`src/rtl/qea_host_sequencer.sv`:
```
`default_nettype none
// ============================================================================
// Module   : qea_host_sequencer
// Purpose  : Host-side initiator for the QEA core: loads CTX/STATE RAMs, runs
//            the core, times the run and streams the final state vector out.
// Revision : 1.0  initial release
// ============================================================================
module qea_host_sequencer #(
    parameter int PE_NUM_WIDTH            = 2,
    parameter int PE_NUM                  = 4,
    parameter int STATE_DATA_WIDTH        = 64,
    parameter int STATE_ADDR_WIDTH        = 16,
    parameter int GATE_CONTEXT_DATA_WIDTH = 64,
    parameter int GATE_CONTEXT_ADDR_WIDTH = 16,
    parameter int MAX_QBIT_WIDTH          = 6,
    parameter int RD_LAT                  = 1
) (
    input  logic                                 clk,
    input  logic                                 rst,
    input  logic                                 i_cmd_valid,
    output logic                                 o_cmd_ready,
    input  logic [MAX_QBIT_WIDTH-1:0]            i_cmd_qbit_num,
    input  logic [GATE_CONTEXT_ADDR_WIDTH:0]     i_cmd_ins_num,
    input  logic                                 i_ctx_valid,
    output logic                                 o_ctx_ready,
    input  logic [GATE_CONTEXT_DATA_WIDTH-1:0]   i_ctx_data,
    input  logic                                 i_sin_valid,
    output logic                                 o_sin_ready,
    input  logic [PE_NUM*STATE_DATA_WIDTH-1:0]   i_sin_data,
    output logic                                 o_sout_valid,
    input  logic                                 i_sout_ready,
    output logic [PE_NUM*STATE_DATA_WIDTH-1:0]   o_sout_data,
    output logic                                 o_sout_last,
    output logic                                 o_start,
    output logic [MAX_QBIT_WIDTH-1:0]            o_qbit_num,
    output logic                                 o_ctx_en,
    output logic                                 o_ctx_wea,
    output logic [GATE_CONTEXT_ADDR_WIDTH-1:0]   o_ctx_addr,
    output logic [GATE_CONTEXT_DATA_WIDTH-1:0]   o_ctx_data,
    output logic                                 o_state_ena,
    output logic                                 o_state_wea,
    output logic [STATE_ADDR_WIDTH-1:0]          o_state_addra,
    output logic [PE_NUM*STATE_DATA_WIDTH-1:0]   o_state_dina,
    input  logic                                 i_complete,
    input  logic [PE_NUM*STATE_DATA_WIDTH-1:0]   i_state_dout,
    output logic                                 o_busy,
    output logic                                 o_done,
    output logic                                 o_err,
    output logic [31:0]                          o_exec_cycles
);

    localparam logic [3:0] c_ST_IDLE       = 4'd0;
    localparam logic [3:0] c_ST_LOAD_CTX   = 4'd1;
    localparam logic [3:0] c_ST_LOAD_STATE = 4'd2;
    localparam logic [3:0] c_ST_START      = 4'd3;
    localparam logic [3:0] c_ST_RUN        = 4'd4;
    localparam logic [3:0] c_ST_RD_ISSUE   = 4'd5;
    localparam logic [3:0] c_ST_RD_WAIT    = 4'd6;
    localparam logic [3:0] c_ST_RD_OUT     = 4'd7;
    localparam logic [3:0] c_ST_DONE       = 4'd8;

    localparam logic [MAX_QBIT_WIDTH-1:0]          c_PE_W      = MAX_QBIT_WIDTH'(PE_NUM_WIDTH);
    localparam logic [MAX_QBIT_WIDTH-1:0]          c_QBIT_MIN  = MAX_QBIT_WIDTH'(PE_NUM_WIDTH + 1);
    localparam logic [31:0]                        c_QBIT_MAX  = 32'(PE_NUM_WIDTH + STATE_ADDR_WIDTH);
    localparam logic [GATE_CONTEXT_ADDR_WIDTH:0]   c_CTX_DEPTH = {1'b1, {GATE_CONTEXT_ADDR_WIDTH{1'b0}}};
    localparam logic [GATE_CONTEXT_ADDR_WIDTH-1:0] c_CTX_ONE   = GATE_CONTEXT_ADDR_WIDTH'(1);
    localparam logic [STATE_ADDR_WIDTH-1:0]        c_ST_ONE    = STATE_ADDR_WIDTH'(1);
    localparam logic [STATE_ADDR_WIDTH-1:0]        c_ALL_ONES  = '1;
    localparam logic [1:0]                         c_WAIT_LAST = 2'(RD_LAT - 1);

    logic [3:0]                         r_state;
    logic [3:0]                         w_next;
    logic [GATE_CONTEXT_ADDR_WIDTH-1:0] r_ctx_cnt;
    logic [GATE_CONTEXT_ADDR_WIDTH-1:0] r_ctx_last;
    logic [STATE_ADDR_WIDTH-1:0]        r_st_cnt;
    logic [STATE_ADDR_WIDTH-1:0]        r_st_last;
    logic [STATE_ADDR_WIDTH-1:0]        r_rd_addr;
    logic [1:0]                         r_wait;
    logic                               r_run_first;
    logic [31:0]                        r_exec;

    logic                               w_cmd_acc;
    logic                               w_cmd_ok;
    logic [MAX_QBIT_WIDTH-1:0]          w_shift;
    logic [STATE_ADDR_WIDTH-1:0]        w_state_last;
    logic [GATE_CONTEXT_ADDR_WIDTH-1:0] w_ctx_last;
    logic                               w_ctx_hs;
    logic                               w_sin_hs;
    logic                               w_sout_hs;
    logic                               w_ctx_fin;
    logic                               w_sin_fin;
    logic                               w_rd_fin;
    logic                               w_wait_fin;
    logic                               w_complete_hit;

    // Next-value decode for the registered outputs
    logic                               w_cmd_ready_n;
    logic                               w_busy_n;
    logic                               w_ctx_ready_n;
    logic                               w_sin_ready_n;
    logic                               w_start_n;
    logic                               w_sout_valid_n;
    logic                               w_sout_last_n;
    logic                               w_done_n;
    logic                               w_err_n;
    logic                               w_rd_issue_n;
    logic [STATE_ADDR_WIDTH-1:0]        w_rd_addr_n;

    assign w_cmd_acc    = (r_state == c_ST_IDLE) && i_cmd_valid && o_cmd_ready;
    assign w_cmd_ok     = (i_cmd_qbit_num >= c_QBIT_MIN)
                       && (32'(i_cmd_qbit_num) <= c_QBIT_MAX)
                       && (i_cmd_ins_num <= c_CTX_DEPTH);
    assign w_shift      = i_cmd_qbit_num - c_PE_W;
    // N-1 is a run of ones below the shift position; the 2^16 depth case wraps to 0xFFFF.
    assign w_state_last = ~(c_ALL_ONES << w_shift);
    assign w_ctx_last   = i_cmd_ins_num[GATE_CONTEXT_ADDR_WIDTH-1:0] - c_CTX_ONE;

    assign w_ctx_hs       = (r_state == c_ST_LOAD_CTX) && o_ctx_ready && i_ctx_valid;
    assign w_sin_hs       = (r_state == c_ST_LOAD_STATE) && o_sin_ready && i_sin_valid;
    assign w_sout_hs      = (r_state == c_ST_RD_OUT) && o_sout_valid && i_sout_ready;
    assign w_ctx_fin      = w_ctx_hs && (r_ctx_cnt == r_ctx_last);
    assign w_sin_fin      = w_sin_hs && (r_st_cnt == r_st_last);
    assign w_rd_fin       = (r_rd_addr == r_st_last);
    assign w_wait_fin     = (r_wait == c_WAIT_LAST);
    assign w_complete_hit = (r_state == c_ST_RUN) && !r_run_first && i_complete;

    always_ff @(posedge clk) begin
        if (rst) begin
            r_state <= c_ST_IDLE;
        end else begin
            r_state <= w_next;
        end
    end

    always_comb begin
        w_next = r_state;
        case (r_state)
            c_ST_IDLE: begin
                if (w_cmd_acc && w_cmd_ok) begin
                    w_next = (i_cmd_ins_num == '0) ? c_ST_LOAD_STATE : c_ST_LOAD_CTX;
                end
            end
            c_ST_LOAD_CTX:   if (w_ctx_fin)      w_next = c_ST_LOAD_STATE;
            c_ST_LOAD_STATE: if (w_sin_fin)      w_next = c_ST_START;
            c_ST_START:                          w_next = c_ST_RUN;
            c_ST_RUN:        if (w_complete_hit) w_next = c_ST_RD_ISSUE;
            c_ST_RD_ISSUE:                       w_next = c_ST_RD_WAIT;
            c_ST_RD_WAIT:    if (w_wait_fin)     w_next = c_ST_RD_OUT;
            c_ST_RD_OUT: begin
                if (w_sout_hs) begin
                    w_next = w_rd_fin ? c_ST_DONE : c_ST_RD_ISSUE;
                end
            end
            c_ST_DONE:                           w_next = c_ST_IDLE;
            default:                             w_next = c_ST_IDLE;
        endcase
    end

    always_comb begin
        w_cmd_ready_n  = (w_next == c_ST_IDLE);
        w_busy_n       = (w_next != c_ST_IDLE);
        w_ctx_ready_n  = (w_next == c_ST_LOAD_CTX);
        w_sin_ready_n  = (w_next == c_ST_LOAD_STATE);
        w_start_n      = (w_next == c_ST_START);
        w_sout_valid_n = (w_next == c_ST_RD_OUT);
        w_sout_last_n  = (w_next == c_ST_RD_OUT) && w_rd_fin;
        w_done_n       = (w_next == c_ST_DONE);
        w_err_n        = w_cmd_acc && !w_cmd_ok;
        w_rd_issue_n   = (w_next == c_ST_RD_ISSUE);
        w_rd_addr_n    = r_rd_addr;
        if (w_cmd_acc) begin
            w_rd_addr_n = '0;
        end else if (w_sout_hs && !w_rd_fin) begin
            w_rd_addr_n = r_rd_addr + c_ST_ONE;
        end
    end

    always_ff @(posedge clk) begin
        if (rst) begin
            r_ctx_cnt   <= '0;
            r_ctx_last  <= '0;
            r_st_cnt    <= '0;
            r_st_last   <= '0;
            r_rd_addr   <= '0;
            r_wait      <= '0;
            r_run_first <= 1'b0;
            r_exec      <= '0;
        end else begin
            if (w_cmd_acc && w_cmd_ok) begin
                r_ctx_last <= w_ctx_last;
                r_st_last  <= w_state_last;
                r_ctx_cnt  <= '0;
                r_st_cnt   <= '0;
            end else begin
                if (w_ctx_hs) begin
                    r_ctx_cnt <= w_ctx_fin ? '0 : r_ctx_cnt + c_CTX_ONE;
                end
                if (w_sin_hs) begin
                    r_st_cnt <= w_sin_fin ? '0 : r_st_cnt + c_ST_ONE;
                end
            end
            r_rd_addr   <= w_rd_addr_n;
            r_wait      <= (r_state == c_ST_RD_WAIT && !w_wait_fin) ? r_wait + 2'd1 : 2'd0;
            r_run_first <= (r_state == c_ST_START);
            if (r_state == c_ST_START) begin
                r_exec <= '0;
            end else if (r_state == c_ST_RUN) begin
                r_exec <= r_exec + 32'd1;
            end
        end
    end

    always_ff @(posedge clk) begin
        if (rst) begin
            o_cmd_ready   <= 1'b1;
            o_busy        <= 1'b0;
            o_ctx_ready   <= 1'b0;
            o_sin_ready   <= 1'b0;
            o_start       <= 1'b0;
            o_sout_valid  <= 1'b0;
            o_sout_last   <= 1'b0;
            o_done        <= 1'b0;
            o_err         <= 1'b0;
            o_ctx_en      <= 1'b0;
            o_ctx_wea     <= 1'b0;
            o_state_ena   <= 1'b0;
            o_state_wea   <= 1'b0;
            o_ctx_addr    <= '0;
            o_ctx_data    <= '0;
            o_state_addra <= '0;
            o_state_dina  <= '0;
            o_sout_data   <= '0;
            o_qbit_num    <= '0;
            o_exec_cycles <= '0;
        end else begin
            o_cmd_ready  <= w_cmd_ready_n;
            o_busy       <= w_busy_n;
            o_ctx_ready  <= w_ctx_ready_n;
            o_sin_ready  <= w_sin_ready_n;
            o_start      <= w_start_n;
            o_sout_valid <= w_sout_valid_n;
            o_sout_last  <= w_sout_last_n;
            o_done       <= w_done_n;
            o_err        <= w_err_n;
            o_ctx_en     <= w_ctx_hs;
            o_ctx_wea    <= w_ctx_hs;
            o_state_ena  <= w_sin_hs || w_rd_issue_n;
            o_state_wea  <= w_sin_hs;
            if (w_ctx_hs) begin
                o_ctx_addr <= r_ctx_cnt;
                o_ctx_data <= i_ctx_data;
            end
            if (w_sin_hs) begin
                o_state_addra <= r_st_cnt;
                o_state_dina  <= i_sin_data;
            end else if (w_rd_issue_n) begin
                o_state_addra <= w_rd_addr_n;
            end
            if (r_state == c_ST_RD_WAIT && w_wait_fin) begin
                o_sout_data <= i_state_dout;
            end
            if (w_cmd_acc && w_cmd_ok) begin
                o_qbit_num <= i_cmd_qbit_num;
            end
            if (w_complete_hit) begin
                o_exec_cycles <= r_exec;
            end
        end
    end

endmodule
`default_nettype wire

```
`config.mk`:
```
export PLATFORM = sky130hd
export DESIGN_NAME = qea_host_sequencer
export DESIGN_NICKNAME = d
export VERILOG_FILES = /design/src/rtl/qea_host_sequencer.sv
export SDC_FILE = /design/constraint.sdc
export NUM_CORES = 2
export LEC_CHECK = 0
export CAP_MARGIN = 20
export CORE_AREA = 2 2 488 490
export CTS_CLUSTER_DIAMETER = 200
export DETAILED_ROUTE_END_ITERATION = 6
export DIE_AREA = 0 0 490 492
export PLACE_DENSITY = 0.34
export REMOVE_ABC_BUFFERS = 1
export SYNTH_ARGS = -nofsm -noshare
export SYNTH_HDL_FRONTEND = slang
export SYNTH_SLANG_ARGS = --single-unit
```
`constraint.sdc`:
```
create_clock -name clk -period 3.2 [get_ports clk]
set_clock_uncertainty 0.1 [all_clocks]
set_input_delay 0.48 -clock clk [delete_from_list [all_inputs] [get_ports clk]]
set_output_delay 0.48 -clock clk [all_outputs]
set_load 0.005 [all_outputs]
```
# Word-level counts from Yosys, hierarchy flattened
# Index checks and enable logic that the tools add are counted.
classes:
  order_cmp: 3
  muxes: 15
  div_mod_pow: 0
  n_addsub: 7
  n_eq_ne: 16
  mul: 0
  shifts: 1
  n_reduce_logical: 34
  bitwise_logic: 2
ops:
  columns: ["operator", "n"]
  rows:
  - ["two-way mux 16 bit", 6]
  - ["adder 16 x 1 -> 16 bit, second input constant", 3]
  - ["== test 16 bit", 3]
  - ["adder 32 x 1 -> 32 bit, second input constant", 1]
  - ["case mux 4 bit (8 select lines)", 1]
  - ["two-way mux 4 bit", 7]
  - ["== test 4 x 3 -> 1 bit, second input constant", 6]
  - ["logical AND 1 bit", 20]
  - ["<= comparator 17 bit, second input constant", 1]
  - ["zero test 17 bit", 1]
  - ["== test 4 x 2 -> 1 bit, second input constant", 4]
  - ["NOT 16 bit", 1]
  - ["<< shifter 16 x 6 -> 16 bit, first input constant", 1]
  - ["subtractor 16 x 1 -> 16 bit, second input constant", 1]
  - ["== test 4 x 1 -> 1 bit, second input constant", 2]
  - ["zero test 4 bit", 2]
  - [">= comparator 6 x 2 -> 1 bit, second input constant", 1]
  - ["<= comparator 6 x 5 -> 1 bit, second input constant", 1]
  - ["OR reduction 2 bit", 3]
  - ["subtractor 6 x 2 -> 6 bit, second input constant", 1]
  - ["== test 4 bit, second input constant", 1]
  - ["zero test 1 bit", 4]
  - ["nonzero test 4 bit", 1]
  - ["adder 2 x 1 -> 2 bit, second input constant", 1]
  - ["5 further kinds", 5]
totals:
  mem_bits_ro: 0
  latchBits: 0
  ram_bits: 0
  wordCells: 106
  register_bits: 777
  n_memories: 0

# Depth between registers and ports, before layout
depth:
  ltp_word: 9
  ltp_mapped: 10

# Least setup slack after synthesis
# OpenSTA, ideal clock, no wires.
synth_path:
  path_kind: "in2reg"
  start: "input port i_cmd_ins_num[7]"
  end: "register o_state_addra[10]"
  stages: 8
  slack_ps: 368
  arrival_time_ps: 2614
  setup_time_ps: 119
  path_buffers: 1
  cell_sequence: "or4_4 -> nand2b_4 -> or3_1 -> or4_4 -> nand4_2 -> buf_4 -> o21ai_2 -> o221a_2"
synth_between:
  elab_chain_cells: 7
synth_lines:
  columns: ["item", "line_no", "rtl"]
  rows:
  - ["start, declared", "23", "input logic [GATE_CONTEXT_ADDR_WIDTH:0] i_cmd_ins_num,"]
  - ["<= comparator 17 bit", "112", "&& (i_cmd_ins_num <= c_CTX_DEPTH);"]
  - ["logical AND 1 bit", "112", null]
  - ["logical AND 1 bit", "139", "if (w_cmd_acc && w_cmd_ok) begin"]
  - ["two-way mux 4 bit *", "139", null]
  - ["case mux 4 bit (8 select lines) *", "137", "case (r_state)"]
  - ["== test 4 x 3 -> 1 bit *", "169", "w_rd_issue_n = (w_next == c_ST_RD_ISSUE);"]
  - ["nonzero test 2 bit (no line) *", null, null]
  - ["end signal, assigned", "254", "o_state_addra <= r_st_cnt;"]
  - ["end signal, assigned", "257", "o_state_addra <= w_rd_addr_n;"]
  - ["end, declared", "42", "output logic [STATE_ADDR_WIDTH-1:0] o_state_addra,"]
# Mark *: on every way between the ends. The rest lies on a longest branch, timed or not.
# A chain may end at the register's enable or synchronous reset.

# Worst setup path in the final report
layout_path:
  start: "input port i_cmd_ins_num[7]"
  end: "register o_state_addra[9]"
# The elaborated chain is that of the path after synthesis.

==> flow_summary.toml <==
[power]
p_per_area_nw_per_um2 = 473
ir_drop_v = 0.000426
power_leakage_uw = 0.0159

[timing]
period_share_pct = 93.1
slew_violations = 0
period_minus_slack_ps = 2980
holdWs_ps = 144
finalSetupViolCount = 0
tightestPinTransition_ps = 1260
rsz0062_at_grt = "no"
finalHoldViolCount = 0
fmax_ghz = 0.336
slew_headroom_pct = 16.1

[layout]
n_fill_cell = 26300
multi_input_area_sq_um = 12000
layout.nets = 5468
drive_gt1_share_pct = 6.95
final_util_pct = 20.8
layout.cells.non_filler = 8115
syn_to_final_growth_pct = 72.4
seq_area_sq_um = 15600

[clock_network]
postCtsHoldBufs = 0
cts_setup_buffers = 0
ctsResizeCount = 0
cts_made_buffers = 106
clockBufferDepth = 3
cts_num_sinks = 777
worstSkewPairLatency_ps = 770
clkTransAtPathRegs_ps = 60
htree_levels = 3
cts_tree = "done"
cts_root_buffer = "clkbuf_16"

[run]
maxCapViolations = 0

[synth]
synth_seq_cells = 777
synth_cells = 3588
yosysWarnings = 0
synth_edf_count = 0
synth_seq_area_share_pct = 54.6
synth.largest_area_cell = "dfxtp_1"
avgSynthCellArea_sq_um = 7.95
syn_area_sq_um = 28500
ys_types = 60
synth_area_leaders = "dfxtp_1 (55%), nand2_1 (17%), a21oi_1 (11%), clkbuf_1 (3.1%), xnor2_1 (2.1%)"
synth_flop_cell = "dfxtp_1"
synthDominantCellAreaShare_pct = 54.6
async_reset_ff_share_pct = 0

[routing]
vias = 29900
initialDrtViolationCount = 1725
drc = 0
drt_first_pass_iters = 5
antenna_left = 0
wire_per_inst_um = 23.2
avgViaCountPerCell = 3.69
drt_wl_total_um = 188000

[placement]
dp_cells = 7913
portBuffers = 1264
globalplace.congestion = 0.931
hpwl_um = 150000

[floorplanning]
die_width_um = 490
initial_utilization_pct = 12.1
fp.dieH_um = 492
core.rowCount = 179
dieArea_sq_um = 241000
fp.coreArea_sq_um = 236000
ios = 1265

[global_routing]
grt_pass1_vias = 29200
grt-ovfl-total = 0
grt_pass1_wl_um = 254000
grt_max_degree = 192
grtUsageTotal_pct = 14.9
grt_antenna_before_repair = 54

[worst_setup_path]
crit_path_start_kind = "input pin"
worst-endpoint-arrival_ps = 3480
cp.required_ps = 3700
end_kind = "register"
r2r.worst_path.cells = 7
ff2ff_setup_slack_ps = 410
critPathKind = "in -> reg"
r2r-start = "r_st_last[8]$_SDFFE_PP0P_"
r2r_end = "o_state_addra[9]$_SDFFE_PP0P_"
cp_max_fo = 10

[min_path]
hold_depth = 2
hp-class = "in -> reg"
hp-start = "rst"
min_to = "o_sout_data[119]$_SDFFE_PP0P_"

[run_status]
status = "complete, no violations"
[per-stage QoR]
stage	worst slack, ps	cell area, sq um	total power (uW)	TNS (ps)
after floorplan	-5590	27500	10100	-2030700
after global placement	-537	45600	11300	-11390
after detailed placement	-555	45600	11300	-11250
after CTS	256	49100	23800	0
after global routing	152	49100	24200	0
final	220	49100	23200	0
[flip-flops by register name, summed over array words and instances (netlist names), 2 cells and up]
signal         flops
r_ctx_last        16
o_state_dina     256
r_rd_addr         16
r_wait             2
o_sout_data      256
o_ctx_addr        16
o_ctx_data        64
r_st_last         16
o_qbit_num         6
r_ctx_cnt         16
o_exec_cycles     32
r_st_cnt          16
r_state            4
r_exec            32
o_state_addra     16
[layout make-up]
cell class | count | area share (%)
Clock buffer | 155 | 6.24
Clock inverter | 35 | 0.899
Antenna cell | 12 | 0.0611
Inverter | 15 | 0.115
Timing Repair Buffer | 1414 | 28.6
Multi-Input combinational cell | 2540 | 24.3
Sequential cell | 777 | 31.7
Tap cell | 3167 | 8.06
[kinds of logic after synthesis]
group	Yosys count	share of synthesized area [%]
adder cells (fa/ha/maj)	8	0.351
AO/OA/AOI/OAI	713	13.2
buffers and inverters	271	3.62
flip-flops	777	54.6
multiplexers	4	0.145
AND/OR/NAND/NOR	1682	24.0
XOR/XNOR	133	4.09
[cells in the final DEF (no fill, tap or decap), types with 26 or more instances in the layout]
master,count
xor2_1,65
clkdlybuf4s50_1,1263
clkbuf_1,26
nand3_1,33
nand4_1,36
nand2_1,1326
nor2_1,151
nor3_1,34
buf_4,127
a21oi_1,640
clkbuf_16,106
dfxtp_1,777
xnor2_1,68
[Yosys cell counts (7+ instances only)]
| library cell | n |
|---|---|
| buf_1 | 12 |
| inv_1 | 15 |
| and2_1 | 8 |
| ha_1 | 8 |
| nor4_1 | 17 |
| nand4_1 | 36 |
| a31oi_1 | 8 |
| xor2_1 | 65 |
| clkbuf_1 | 237 |
| nor3_1 | 34 |
| or3_1 | 10 |
| o21ai_0 | 9 |
| xnor2_1 | 68 |
| nand3_1 | 35 |
| a21oi_1 | 640 |
| nand2_1 | 1326 |
| and3_1 | 21 |
| nor2_1 | 151 |
| a211oi_1 | 23 |
| and4_1 | 7 |
| dfxtp_1 | 777 |
[power by group]
group | switching (uW) | leakage, uW | internal, uW
logic | 562 | 0.00790 | 828
registers | 28.8 | 0.00626 | 9700
clock network | 5080 | 0.00172 | 7040
total | 5670 | 0.0159 | 17600
[worst max path at each step]
stage / startpoint / to / slack, ps
after floorplan: r_state[1]$_SDFF_PP0_ / r_st_cnt[0]$_SDFFE_PP0P_ / -5590
after global placement: i_cmd_ins_num[7] / o_state_addra[10]$_SDFFE_PP0P_ / -540
after detailed placement: i_cmd_ins_num[7] / o_state_addra[7]$_SDFFE_PP0P_ / -560
after CTS: i_cmd_ins_num[7] / o_state_addra[8]$_SDFFE_PP0P_ / 260
after global routing: i_cmd_ins_num[7] / o_state_addra[12]$_SDFFE_PP0P_ / 150
final: i_cmd_ins_num[7] / o_state_addra[9]$_SDFFE_PP0P_ / 220
[worst max-delay path, cell delays in order]
cell and delay [ps]:
clkdlybuf4s50_1 450, or4_4 570, nand2b_4 160, or3_1 500
a32oi_1 310, and3_1 460, o21ai_2 230, o221a_2 320
[metal layers]
layer | track usage [%] | wire length, um | vias up
met3 | 4.64 | 14600 | 213
met2 | 21.8 | 78200 | 1041
met1 | 21.2 | 92000 | 14400
met5 | 0 | 36 | -
li1 | - | - | 14300
met4 | 3.28 | 3320 | 6
No activity file was read; power rests on OpenSTA's default activity.
